`src/rtl/pc_gen.sv`:
```
// Program-counter generator: BOOT/RUN/HALT sequencing, redirects, fetch counter.
// Optional misaligned-redirect trap is compiled in with PC_MISALIGN_TRAP_EN.
module pc_gen #(
    parameter int unsigned         XLEN         = 32,
    parameter int unsigned         INC          = 4,
    parameter logic [XLEN-1:0]     RESET_VECTOR = 32'h0100_0000,
    parameter logic [XLEN-1:0]     TRAP_VECTOR  = 32'h0100_0000,
    parameter int unsigned         CNT_W        = 32
) (
    input  logic             clk,
    input  logic             rst,
    input  logic             stall,
    input  logic             redirect,
    input  logic [XLEN-1:0]  redirect_target,
    input  logic             halt_req,
    input  logic             fetch_ready,
    output logic [XLEN-1:0]  pc,
    output logic [XLEN-1:0]  pc_plus_inc,
    output logic             fetch_valid,
    output logic             halted,
    output logic             misalign_err,
    output logic [XLEN-1:0]  misalign_addr,
    output logic [CNT_W-1:0] fetch_count
);

    typedef enum logic [1:0] {
        BOOT = 2'd0,
        RUN  = 2'd1,
        HALT = 2'd2
    } state_e;

    localparam logic [XLEN-1:0] INC_V      = XLEN'(INC);
    localparam logic [XLEN-1:0] ALIGN_MASK = ~(INC_V - 1'b1);

    state_e           state_q, state_d;
    logic [XLEN-1:0]  pc_q, pc_d;
    logic             fetch_valid_q, fetch_valid_d;
    logic             halted_q, halted_d;
    logic [CNT_W-1:0] fetch_count_q, fetch_count_d;
    logic             accept;
    logic             tgt_misaligned;
    logic [XLEN-1:0]  tgt_aligned;

    assign accept         = fetch_valid_q & fetch_ready;
    assign tgt_misaligned = |(redirect_target & ~ALIGN_MASK);
    // Low bits taken from the (aligned) trap vector are zero, so this is a plain mask.
    assign tgt_aligned    = (redirect_target & ALIGN_MASK)
                          | (TRAP_VECTOR & ~ALIGN_MASK);

`ifdef PC_MISALIGN_TRAP_EN
    logic             misalign_err_q, misalign_err_d;
    logic [XLEN-1:0]  misalign_addr_q, misalign_addr_d;
`endif

    always_comb begin
        state_d       = state_q;
        pc_d          = pc_q;
        fetch_valid_d = fetch_valid_q;
        halted_d      = halted_q;
        fetch_count_d = fetch_count_q;
`ifdef PC_MISALIGN_TRAP_EN
        misalign_err_d  = 1'b0;
        misalign_addr_d = misalign_addr_q;
`endif

        if (accept && (fetch_count_q != '1)) begin
            fetch_count_d = fetch_count_q + 1'b1;
        end

        unique case (state_q)
            BOOT: begin
                state_d       = RUN;
                fetch_valid_d = 1'b1;
            end
            RUN: begin
                if (halt_req) begin
                    state_d       = HALT;
                    fetch_valid_d = 1'b0;
                    halted_d      = 1'b1;
                end else if (redirect) begin
`ifdef PC_MISALIGN_TRAP_EN
                    if (tgt_misaligned) begin
                        pc_d            = TRAP_VECTOR;
                        misalign_err_d  = 1'b1;
                        misalign_addr_d = redirect_target;
                    end else begin
                        pc_d = redirect_target;
                    end
`else
                    pc_d = tgt_aligned;
`endif
                end else if (!stall && accept) begin
                    pc_d = pc_q + INC_V;
                end
            end
            HALT: begin
                fetch_valid_d = 1'b0;
                halted_d      = 1'b1;
            end
            default: begin
                state_d       = BOOT;
                fetch_valid_d = 1'b0;
            end
        endcase
    end

    always_ff @(posedge clk or posedge rst) begin
        if (rst) begin
            state_q       <= BOOT;
            pc_q          <= RESET_VECTOR;
            fetch_valid_q <= 1'b0;
            halted_q      <= 1'b0;
            fetch_count_q <= '0;
        end else begin
            state_q       <= state_d;
            pc_q          <= pc_d;
            fetch_valid_q <= fetch_valid_d;
            halted_q      <= halted_d;
            fetch_count_q <= fetch_count_d;
        end
    end

`ifdef PC_MISALIGN_TRAP_EN
    always_ff @(posedge clk or posedge rst) begin
        if (rst) begin
            misalign_err_q  <= 1'b0;
            misalign_addr_q <= '0;
        end else begin
            misalign_err_q  <= misalign_err_d;
            misalign_addr_q <= misalign_addr_d;
        end
    end

    assign misalign_err  = misalign_err_q;
    assign misalign_addr = misalign_addr_q;
`else
    logic unused_misalign;
    assign unused_misalign = tgt_misaligned;
    assign misalign_err    = 1'b0;
    assign misalign_addr   = '0;
`endif

    assign pc          = pc_q;
    assign pc_plus_inc = pc_q + INC_V;
    assign fetch_valid = fetch_valid_q;
    assign halted      = halted_q;
    assign fetch_count = fetch_count_q;

endmodule

```
`config.mk`:
```
export PLATFORM = sky130hd
export DESIGN_NAME = pc_gen
export DESIGN_NICKNAME = d
export VERILOG_FILES = /design/src/rtl/pc_gen.sv
export SDC_FILE = /design/constraint.sdc
export NUM_CORES = 1
export LEC_CHECK = 0
export BUFFER_PORTS_ARGS = -buffer_cell sky130_fd_sc_hd__buf_4
export CAP_MARGIN = 20
export CORE_MARGIN = 2
export CORE_UTILIZATION = 45
export CTS_CLUSTER_SIZE = 40
export DETAILED_ROUTE_END_ITERATION = 7
export PLACE_DENSITY = 0.76
export SLEW_MARGIN = 40
export SYNTH_ARGS = -nofsm -noshare
export SYNTH_HDL_FRONTEND = slang
export SYNTH_SLANG_ARGS = --single-unit
```
`constraint.sdc`:
```
create_clock -name clk -period 1.9 [get_ports clk]
set_input_delay 0.19 -clock clk [delete_from_list [all_inputs] [get_ports clk]]
set_output_delay 0.19 -clock clk [all_outputs]
set_load 0.01 [all_outputs]
```
# Yosys cells after proc, flatten, opt, wreduce, memory -nomap -nowiden

Index checks and enable logic that the tools add are counted.
W data, S select, Z words.

RAM bits: 0
Memories: 0
Output and inout bits: 131
Register bits after elaboration: 68
Memory bits (read-only): 0
Bits in latches: 0

Muxes and demuxes: 8
Magnitude comparators: 0
Shift operators: 0
$add $sub $neg: 2
Bitwise gates (word level): 3
Multiply operators: 0
Div/mod/pow operators: 0
Reduce and logical (&&, ||, !) cells: 9
Equality and inequality tests: 4

Operators by type and width:

| operator                | count |
|---|---|
| $mux W32                | 2 |
| $add A32 B1 Y32 const B | 1 |
| $add A32 B3 Y32 const B | 1 |
| $ne A32 B32 Y1 const B  | 1 |
| $pmux W2 S3             | 1 |
| $pmux W1 S2             | 2 |
| $reduce_and A2 Y1       | 2 |
| $reduce_bool A2 Y1      | 2 |
| $reduce_and A3 Y1       | 1 |
| $eq A2 B1 Y1 const B    | 1 |
| $eq A2 B2 Y1 const B    | 1 |
| $logic_and A1 B1 Y1     | 2 |
| $logic_not A2 Y1        | 1 |
| $mux W1                 | 2 |
| $mux W2                 | 1 |
| $ne A2 B2 Y1 const B    | 1 |
| $not A1 Y1              | 2 |
| $and A1 B1 Y1           | 1 |
| $logic_not A1 Y1        | 1 |

# Logic depth before layout (Yosys ltp)

Gate-level depths: netlist of the first run.

Word-level depth: 4
Gate-level depth with buffers: 7

# Least setup slack after synthesis of the first run

OpenSTA, ideal clock, no wires.

Kind: register -> output
From: register pc_q[2] (netlist: pc[2])
To: output pc_plus_inc[22]
Slack: -0.271 ns
Data arrival time: 1.981 ns
Stages on the path, launching flop included: 7
Required time: 1.710 ns
Cells stage by stage: dfrtp_1 ha_1 nand2_1 or4_1 buf_2 nor3_2 xor2_1

Cells in the longest elaborated chain, start to end: 1

RTL lines:

| item                   | line | source |
|---|---|---|
| from (decl)            | 36   | `logic [XLEN-1:0] pc_q, pc_d;` |
| from (signal assigned) | 116  | `pc_q <= pc_d;` |
| $add A32 B3 Y32        | 144  | `assign pc_plus_inc = pc_q + INC_V;` |
| to (decl)              | 18   | `output logic [XLEN-1:0] pc_plus_inc,` |

Every way passes these cells.

# Worst setup path in the final report of the first run

From: register pc_q[11] (netlist: pc[11])
To: output pc_plus_inc[24]

The elaborated chain is that of the path after synthesis.

==> metrics.md, run 1 <==
| Metric | Value |
|---|---|
| Clk_skew | between 0.006 and 0.007 ns |
| Clk pwr share | 0.168 |
| PnR worst setup slack | -0.3406 ns |
| Outcome | finished with violations |
| DRT Pass-1 Iters | 5 |
| Largest net degree at the start of global routing | 67 |
| Worst Setup Path Type | reg -> out |
| Clk pin slew, worst setup/hold paths | ~0.07 ns |
| HP Class | in -> reg |
| Dpl hpwl | 8813 µm |
| Min-delay src | redirect_target[28] |
| Mapped Area | between 0.004 and 0.005 mm² |
| Max Fclk | ~450 MHz |
| EDFF count, synth | 0 |
| Reg-to-reg endpoint | pc[14]$_DFFE_PP0P_ |
| Most common flop cell mapped by yosys | dfrtp_1 |
| Post-Place Cells | 757 |
| RSZ-0062 raised after global routing | true |
| Data arrival, critical path | approximately 2.1 ns |
| Final setup violation count | 25 |
| Mapped Avg Cell Area | 9.103 µm² |
| DR vias | approximately 4500 |
| Sw Ratio | 0.3945 |
| Final Wtd Congestion | ~0.88 |
| CP dominant cell by count | buf_4 |
| Remaining global-route overflow | 0 |
| First-pass GRT wire length | 19990 µm |
| Routed Antenna Nets | 0 |
| DRC violations left | 0 |
| CTS buffer count | 9 |
| Die Wd | just over 100 µm |
| Initial antenna violation count | 0 |
| Fin nets | 732 |
| Number of global-route vias before repair | 4144 |
| Synth Warn # | 0 |
| Worst IR Drop VDD | roughly 0.00048 V |
| Max clock buf depth | 2 |
| Register area share after synthesis | 0.3905 |
| Slowest cell on crit path | or4_4 |
| Cell family with most CP delay | simple AND/OR/NAND/NOR gates |
| CTS Sinks | between 60 and 70 |
| Delay of the slowest critical-path stage | 0.49 ns |
| Worst Hold Path EP | pc[28]$_DFFE_PP0P_ |
| Die outline area | ~0.01 mm² |
| Fin. max-slew vios | 0 |
| CTS tree | built |
| Leak | between 3 and 4 nW |
| Overall Power | between 6 and 7 mW |
| Starting Density | 0.4603 |
| Reg power frac | 0.308 |
| Worst hold stages | 3 |
| Global Route Usage Sum | 0.2460 |
| Cell count after synthesis | about 470 |
| Critical path fanouts, max | 4 |
| Worst slew pin tran | 0.5567 ns |
| Max-cap violations | 0 |
| Comb pwr share | 0.524 |
| Req. time, crit path | 1.71 ns |
| Clk root buf | clkbuf_8 |
| R2R depth | 7 |
| Area grow syn2layout | 55.31% |
| Fin. Hold Viols | 0 |
| Critical Path Start Type | flip-flop |
| Pwr Density | 1064 mW/mm² |
| Final Non-Filler Cells | around 810 |
| Io pins | around 170 |
| Proportion of layout cells with a drive suffix above 1 | 0.4612 |
| Reg2reg setup slack | -0.12 ns |
| Failing checks | setup timing |
| Buf/Inv on CP | 2 |
| Reg2reg start | pc[11]$_DFFE_PP0P_ |
| Iteration-0 DRC Markers | 211 |
| Netlist cell types | 59 |
| # rows | 35 |
| Die Y | 101.0 µm |
| Critical-path cell list | nand4_1 > buf_4 > or4_4 > nor3_4 > xor2_2 > buf_4 |
| Number of diodes | 0 |
| Post-route minimum period | 2.241 ns |
| Core ar. | approximately 0.009 mm² |
| Seq cells post-synth | 66 |
| H-tree depth | 3 |
| Vias per cell | 5.587 |
| Internal | between 4 and 5 mW |
| Slew headroom | 0.6275 |
| Post-Route WL | between 10000 and 15000 µm |
| Async S/R FF share, synth | 1.000 |
| Fillcell total | roughly 630 |
| Crit end category | output pin |
| # port buffers | around 130 |
| DR WL/cell | around 17 µm |
| Final worst path period share | 1.179 |
| Psw | between 2 and 3 mW |
| Worst skew pair latency | around 0.35 ns |
-- worst max path at each step --
stage,from,end,slack [ns],depth (start not counted)
2_1_floorplan,fetch_count[0]$_DFFE_PP0P_,fetch_count[11]$_DFFE_PP0P_,-0.04,7
3_3_place_gp,pc[3]$_DFFE_PP0P_,pc_plus_inc[16],0.02,8
3_5_place_dp,pc[3]$_DFFE_PP0P_,pc_plus_inc[22],-0.02,7
4_1_cts,pc[3]$_DFFE_PP0P_,pc_plus_inc[22],-0.39,7
5_1_grt,pc[11]$_DFFE_PP0P_,pc_plus_inc[24],-0.42,6
6_report,pc[11]$_DFFE_PP0P_,pc_plus_inc[24],-0.34,6
-- registers in the layout, summed over array words and instances (netlist names) --
register     flops
fetch_count     32
state_q          2
pc              30
fetch_valid      1
halted           1
-- power groups by stage --
stage,Clock (mW),Combinational (mW),Sequential (mW)
4_1_cts,1.19,3.39,2.12
6_report,1.17,3.67,2.15
5_1_grt,1.26,3.95,2.20
2_1_floorplan,0,1.32,2.38
3_3_place_gp,0,3.23,2.10
3_5_place_dp,0,3.29,2.13
-- layout by cell type, fill, tap and decap left out, types with 5 or more instances in the layout --
cell      count
nor3_4        5
xnor2_1      31
and4_1        7
o21ai_0      19
conb_1       37
nand3_4       5
a31oi_1       6
buf_4       218
buf_6        14
nand3_1      31
clkbuf_8     10
nand2_1      30
nand4_1      22
and3_1        9
inv_1         9
a21oi_1      10
a22oi_1      11
xnor2_2       8
nor3_1       14
xor2_1       13
nor2_1       28
dfrtp_2      10
mux2i_1       5
dfrtp_1      55
-- per-layer routing --
metal | GRT usage | vias to the layer above | part of all wire
met4 | 0.08316 | 0 | 0.024
li1 | - | 2067 | -
met5 | 0 | - | 0
met2 | 0.4256 | 248 | 0.49
met1 | 0.3119 | 2157 | 0.41
met3 | 0.04161 | 37 | 0.078
-- per-stage QoR --
step	util	setup TNS (ns)	setup slack (ns)	instance area [µm²]	hold WS (ns)
floorplan	-	-0.2892	-0.04073	4434	0.2807
global placement	0.6235	0	0.01881	5734	0.3175
detailed placement	0.6235	-0.08917	-0.02145	5734	0.3251
CTS	0.6699	-5.577	-0.3887	6161	0.05283
global route	0.7148	-7.211	-0.4191	6574	0.07458
finish	0.7148	-5.114	-0.3406	6574	0.06042
-- kinds of logic after synthesis --
kind of cell	count (synthesis)	synth area share
buffers and inverters	66	0.09252
adder cells (fa/ha/maj)	2	0.005911
AND/OR/NAND/NOR	194	0.2613
flip-flops	66	0.3905
other	1	0.0008859
AO/OA/AOI/OAI	72	0.1144
multiplexers	6	0.01448
XOR/XNOR	58	0.1200
-- tightest hold or removal path: cells and delay by family --
| kind | cells | cell delay, ns |
|---|---|---|
| compound gates | 1 | 0.05 |
| simple gates | 1 | 0.06 |
| buf+inv | 1 | 0.08 |
-- layout make-up --
cell class / instances / area, µm² / share of cell area
Clock buffer: 12 / 145.1 / 0.02208
Clock inverter: 3 / 40.04 / 0.006091
Inverter: 11 / 45.04 / 0.006852
Multi-Input combinational cell: 369 / 2695 / 0.4100
Sequential cell: 66 / 1665 / 0.2533
Tap cell: 111 / 138.9 / 0.02113
Timing Repair Buffer: 235 / 1844 / 0.2805
-- synth_stat cells (3+ instances only) --
cell / instances / area (µm²)
o21a_1: 4 / 30.03
o2bb2ai_1: 4 / 35.03
o22ai_1: 3 / 18.77
and4_1: 7 / 61.31
a21oi_1: 10 / 50.05
a31oi_1: 6 / 37.54
o22a_1: 4 / 35.03
nor3_1: 17 / 85.08
inv_1: 10 / 37.54
xnor2_1: 41 / 359.1
nand2_1: 33 / 123.9
mux2i_1: 5 / 50.05
nand3_1: 35 / 175.2
a22oi_1: 11 / 82.58
nand4_1: 22 / 137.6
nor4_1: 6 / 37.54
clkbuf_1: 13 / 48.80
or4_1: 3 / 22.52
nor2_1: 33 / 123.9
o21ai_0: 19 / 95.09
dfrtp_1: 65 / 1627
and3_1: 13 / 81.33
buf_4: 37 / 277.8
buf_2: 3 / 15.01
xor2_1: 17 / 148.9
-- timing repair --
item | CTS | global route
endpoints found under the hold margin | 65 | 0
setup endpoints to repair | 29 | 53
buffers inserted | 8 | 28
hold buffers | 1 | 0
gates resized for setup | 34 | 42
pin swaps | 13 | 31
Power figures use the tool's default switching activity.
==> inputs of run 2 (changes only) <==
TNS_END_PERCENT = 10   (was unset)
==> run 2 against run 1 <==
  * The flow still finishes with violations (setup timing)
  * Sequential power barely moved
  * Sequential cell count unchanged
  * Clock power grew 21%
  * Fmax rose by 1.6%
  * Clock-buffer cell count is 1 lower
  * Wire length fell by 9.2%
==> metrics.md, run 2 (synthesis results as in run 1) <==
| Metric | Value |
|---|---|
| Met2 usage | 0.4267 (was 0.4256) |
| Post-layout util | 0.6742 (was 0.7148) |
| Largest register FFs | 32 (unchanged) |
| Max-cap violations | 0 (unchanged) |
| Failing checks | setup timing (unchanged) |
| Final setup violation count | 23 (was 25) |
| Max Fclk | 453.5 MHz (was 446.3 MHz) |
| CTS tree | built (unchanged) |
| Most common cell after layout, fill and taps aside | buf_4 (unchanged) |
| Post-Route WL | 12260 µm (was 13500 µm) |
| Die Wd | 101.0 µm (unchanged) |
| PnR worst setup slack | -0.3051 ns (was -0.3406 ns) |
| Data arrival, critical path | 2.02 ns (was 2.05 ns) |
| Req. time, crit path | 1.71 ns (about the same) |
| Starting Density | 0.4603 (unchanged) |
| Fin nets | 709 (was 732) |
| HP Class | in -> reg (unchanged) |
| Routed Antenna Nets | 0 (unchanged) |
| Die Y | 101.0 µm (unchanged) |
| Post-Place Cells | 763 (was 757) |
| Worst skew pair latency | 0.33 ns (was 0.35 ns) |
| Final Wtd Congestion | 0.8861 (was 0.8759) |
| Met3 Usage GRT | 0.03398 (was 0.04161) |
| Global Route Usage Sum | 0.2379 (was 0.2460) |
| Core ar. | 0.009196 mm² (unchanged) |
| Initial antenna violation count | 0 (unchanged) |
| Io pins | 169 (unchanged) |
| Max clock buf depth | 2 (unchanged) |
| Busiest grt layer | met2 (unchanged) |
| Most frequent cells in the layout | 204 x buf_4, 61 x dfrtp_1, 37 x conb_1 (was 218 x buf_4, 55 x dfrtp_1, 37 x conb_1) |
| Outcome | finished with violations (unchanged) |
| DR vias | 4250 (was 4509) |
| CTS buffer count | 9 (unchanged) |
| Fin. max-slew vios | 0 (unchanged) |
| Remaining global-route overflow | 0 (unchanged) |
| Worst IR Drop VDD | 0.0004652 V (was 0.0004797 V) |
| RSZ-0062 raised after global routing | true (unchanged) |
| Final Non-Filler Cells | 785 (was 807) |
| Dpl hpwl | 9012 µm (was 8813 µm) |
| H-tree depth | 3 (unchanged) |
| GR Util met1 | 0.2966 (was 0.3119) |
| Area grow syn2layout | 46.47% (was 55.31%) |
| DRT Pass-1 Iters | 5 (unchanged) |
| DRC violations left | 0 (unchanged) |
| Die outline area | 0.01020 mm² (unchanged) |
| Iteration-0 DRC Markers | 185 (was 211) |
| Final worst path period share | 1.161 (was 1.179) |
| # rows | 35 (unchanged) |
| Clk_skew | 0.007333 ns (was 0.006963 ns) |
| Number of diodes | 0 (unchanged) |
| Setup TNS | -5.004 ns (was -5.114 ns) |
| R2R depth | 5 (was 7) |
| Post-DP Area | 0.005774 mm² (was 0.005734 mm²) |
| # port buffers | 129 (unchanged) |
| Number of global-route vias before repair | 4047 (was 4144) |
| Worst slew pin tran | 0.6328 ns (was 0.5567 ns) |
| Crit end category | output pin (unchanged) |
| Largest net degree at the start of global routing | 44 (was 67) |
| Final instance area | 0.006200 mm² (was 0.006574 mm²) |
| Worst hold stages | 2 (was 3) |
| CTS Sinks | 66 (unchanged) |
| Critical Path Start Type | flip-flop (unchanged) |
| DR WL/cell | 15.62 µm (was 16.73 µm) |
| First-pass GRT wire length | 19390 µm (was 19990 µm) |
| Critical path fanouts, max | 5 (was 4) |
| Clk pin slew, worst setup/hold paths | 0.08 ns (was 0.07 ns) |
| Fin. Hold Viols | 0 (unchanged) |
| Leak | 2.918 nW (was 3.076 nW) |
| Proportion of layout cells with a drive suffix above 1 | 0.4095 (was 0.4612) |
| Worst Setup Path Type | reg -> out (unchanged) |
| Post-route minimum period | 2.205 ns (was 2.241 ns) |
| Slew headroom | 0.5773 (was 0.6275) |
| Clk root buf | clkbuf_8 (unchanged) |
| Pwr Density | 1119 mW/mm² (was 1064 mW/mm²) |
| Vias per cell | 5.414 (was 5.587) |
## run 2: cell count changes in the layout (fill, tap and decap cells not counted), sizes merged
cell and change:
bufinv +2, buf -23, clkbuf -1, clkinvlp +1
clkinv -1
## run 2: final timing paths
| kind | startpoint | to | slack (ns) |
|---|---|---|---|
| max | pc[8]$_DFFE_PP0P_ | pc_plus_inc[25] | -0.31 |
| min | halt_req | state_q[0]$_DFFE_PP0P_ | 0.08 |
| max reg2reg | fetch_count[12]$_DFFE_PP0P_ | fetch_count[30]$_DFFE_PP0P_ | -0.03 |
| min reg2reg | halted$_DFFE_PP0P_ | halted$_DFFE_PP0P_ | 0.49 |
| max in group asynchronous | rst | fetch_count[17]$_DFFE_PP0P_ | 0.82 |
| min in group asynchronous | rst | pc[7]$_DFFE_PP0P_ | 0.49 |
## run 2: through the flow
step	power [mW]	setup WS [ns]	hold slack, ns
after floorplan	3.672	-0.07861	0.2807
after global placement	5.334	-0.03540	0.3037
after detailed placement	5.422	-0.06195	0.3089
after CTS	6.888	-0.2833	0.07821
after global routing	7.353	-0.4169	0.09774
final	6.937	-0.3051	0.08297
## run 2: timing repair
action | CTS | global route
endpoints found under the setup margin | 41 | 58
pin swaps | 12 | 9
resized for setup | 19 | 13
hold endpoints to repair | 25 | 0
cloned | 1 | 0
hold buffers | 1 | 0
buffers inserted | 4 | 0
## run 2: report_power, final
group	internal (mW)	leakage (nW)	switching, mW	total (mW)
registers	1.75	0.822	0.373	2.12
clock network	0.872	0.114	0.552	1.42
logic	1.73	1.98	1.67	3.39
## run 2: metal layers
metal | vias to the layer above | wire length, µm
li1 | 2015 | -
met1 | 2009 | 4858
met2 | 207 | 6247
met3 | 19 | 958
met4 | 0 | 200
met5 | - | 0
## run 2: final cells by class
class | count | area, µm²
inverter | 11 | 45.04
tap | 111 | 138.9
multi-input combinational | 369 | 2492
sequential | 66 | 1658
clock buffer | 11 | 131.4
timing repair buffer | 212 | 1632
clock inverter | 5 | 102.6
fill | 733 | 2997
## run 2: critical path, stage by stage, from the launching register on
cell     delay, ns
dfrtp_1       0.39
nand4_4       0.11
buf_6         0.15
nor4_4        0.32
buf_6         0.18
nand4_1       0.14
xnor2_1       0.23
buf_4         0.15
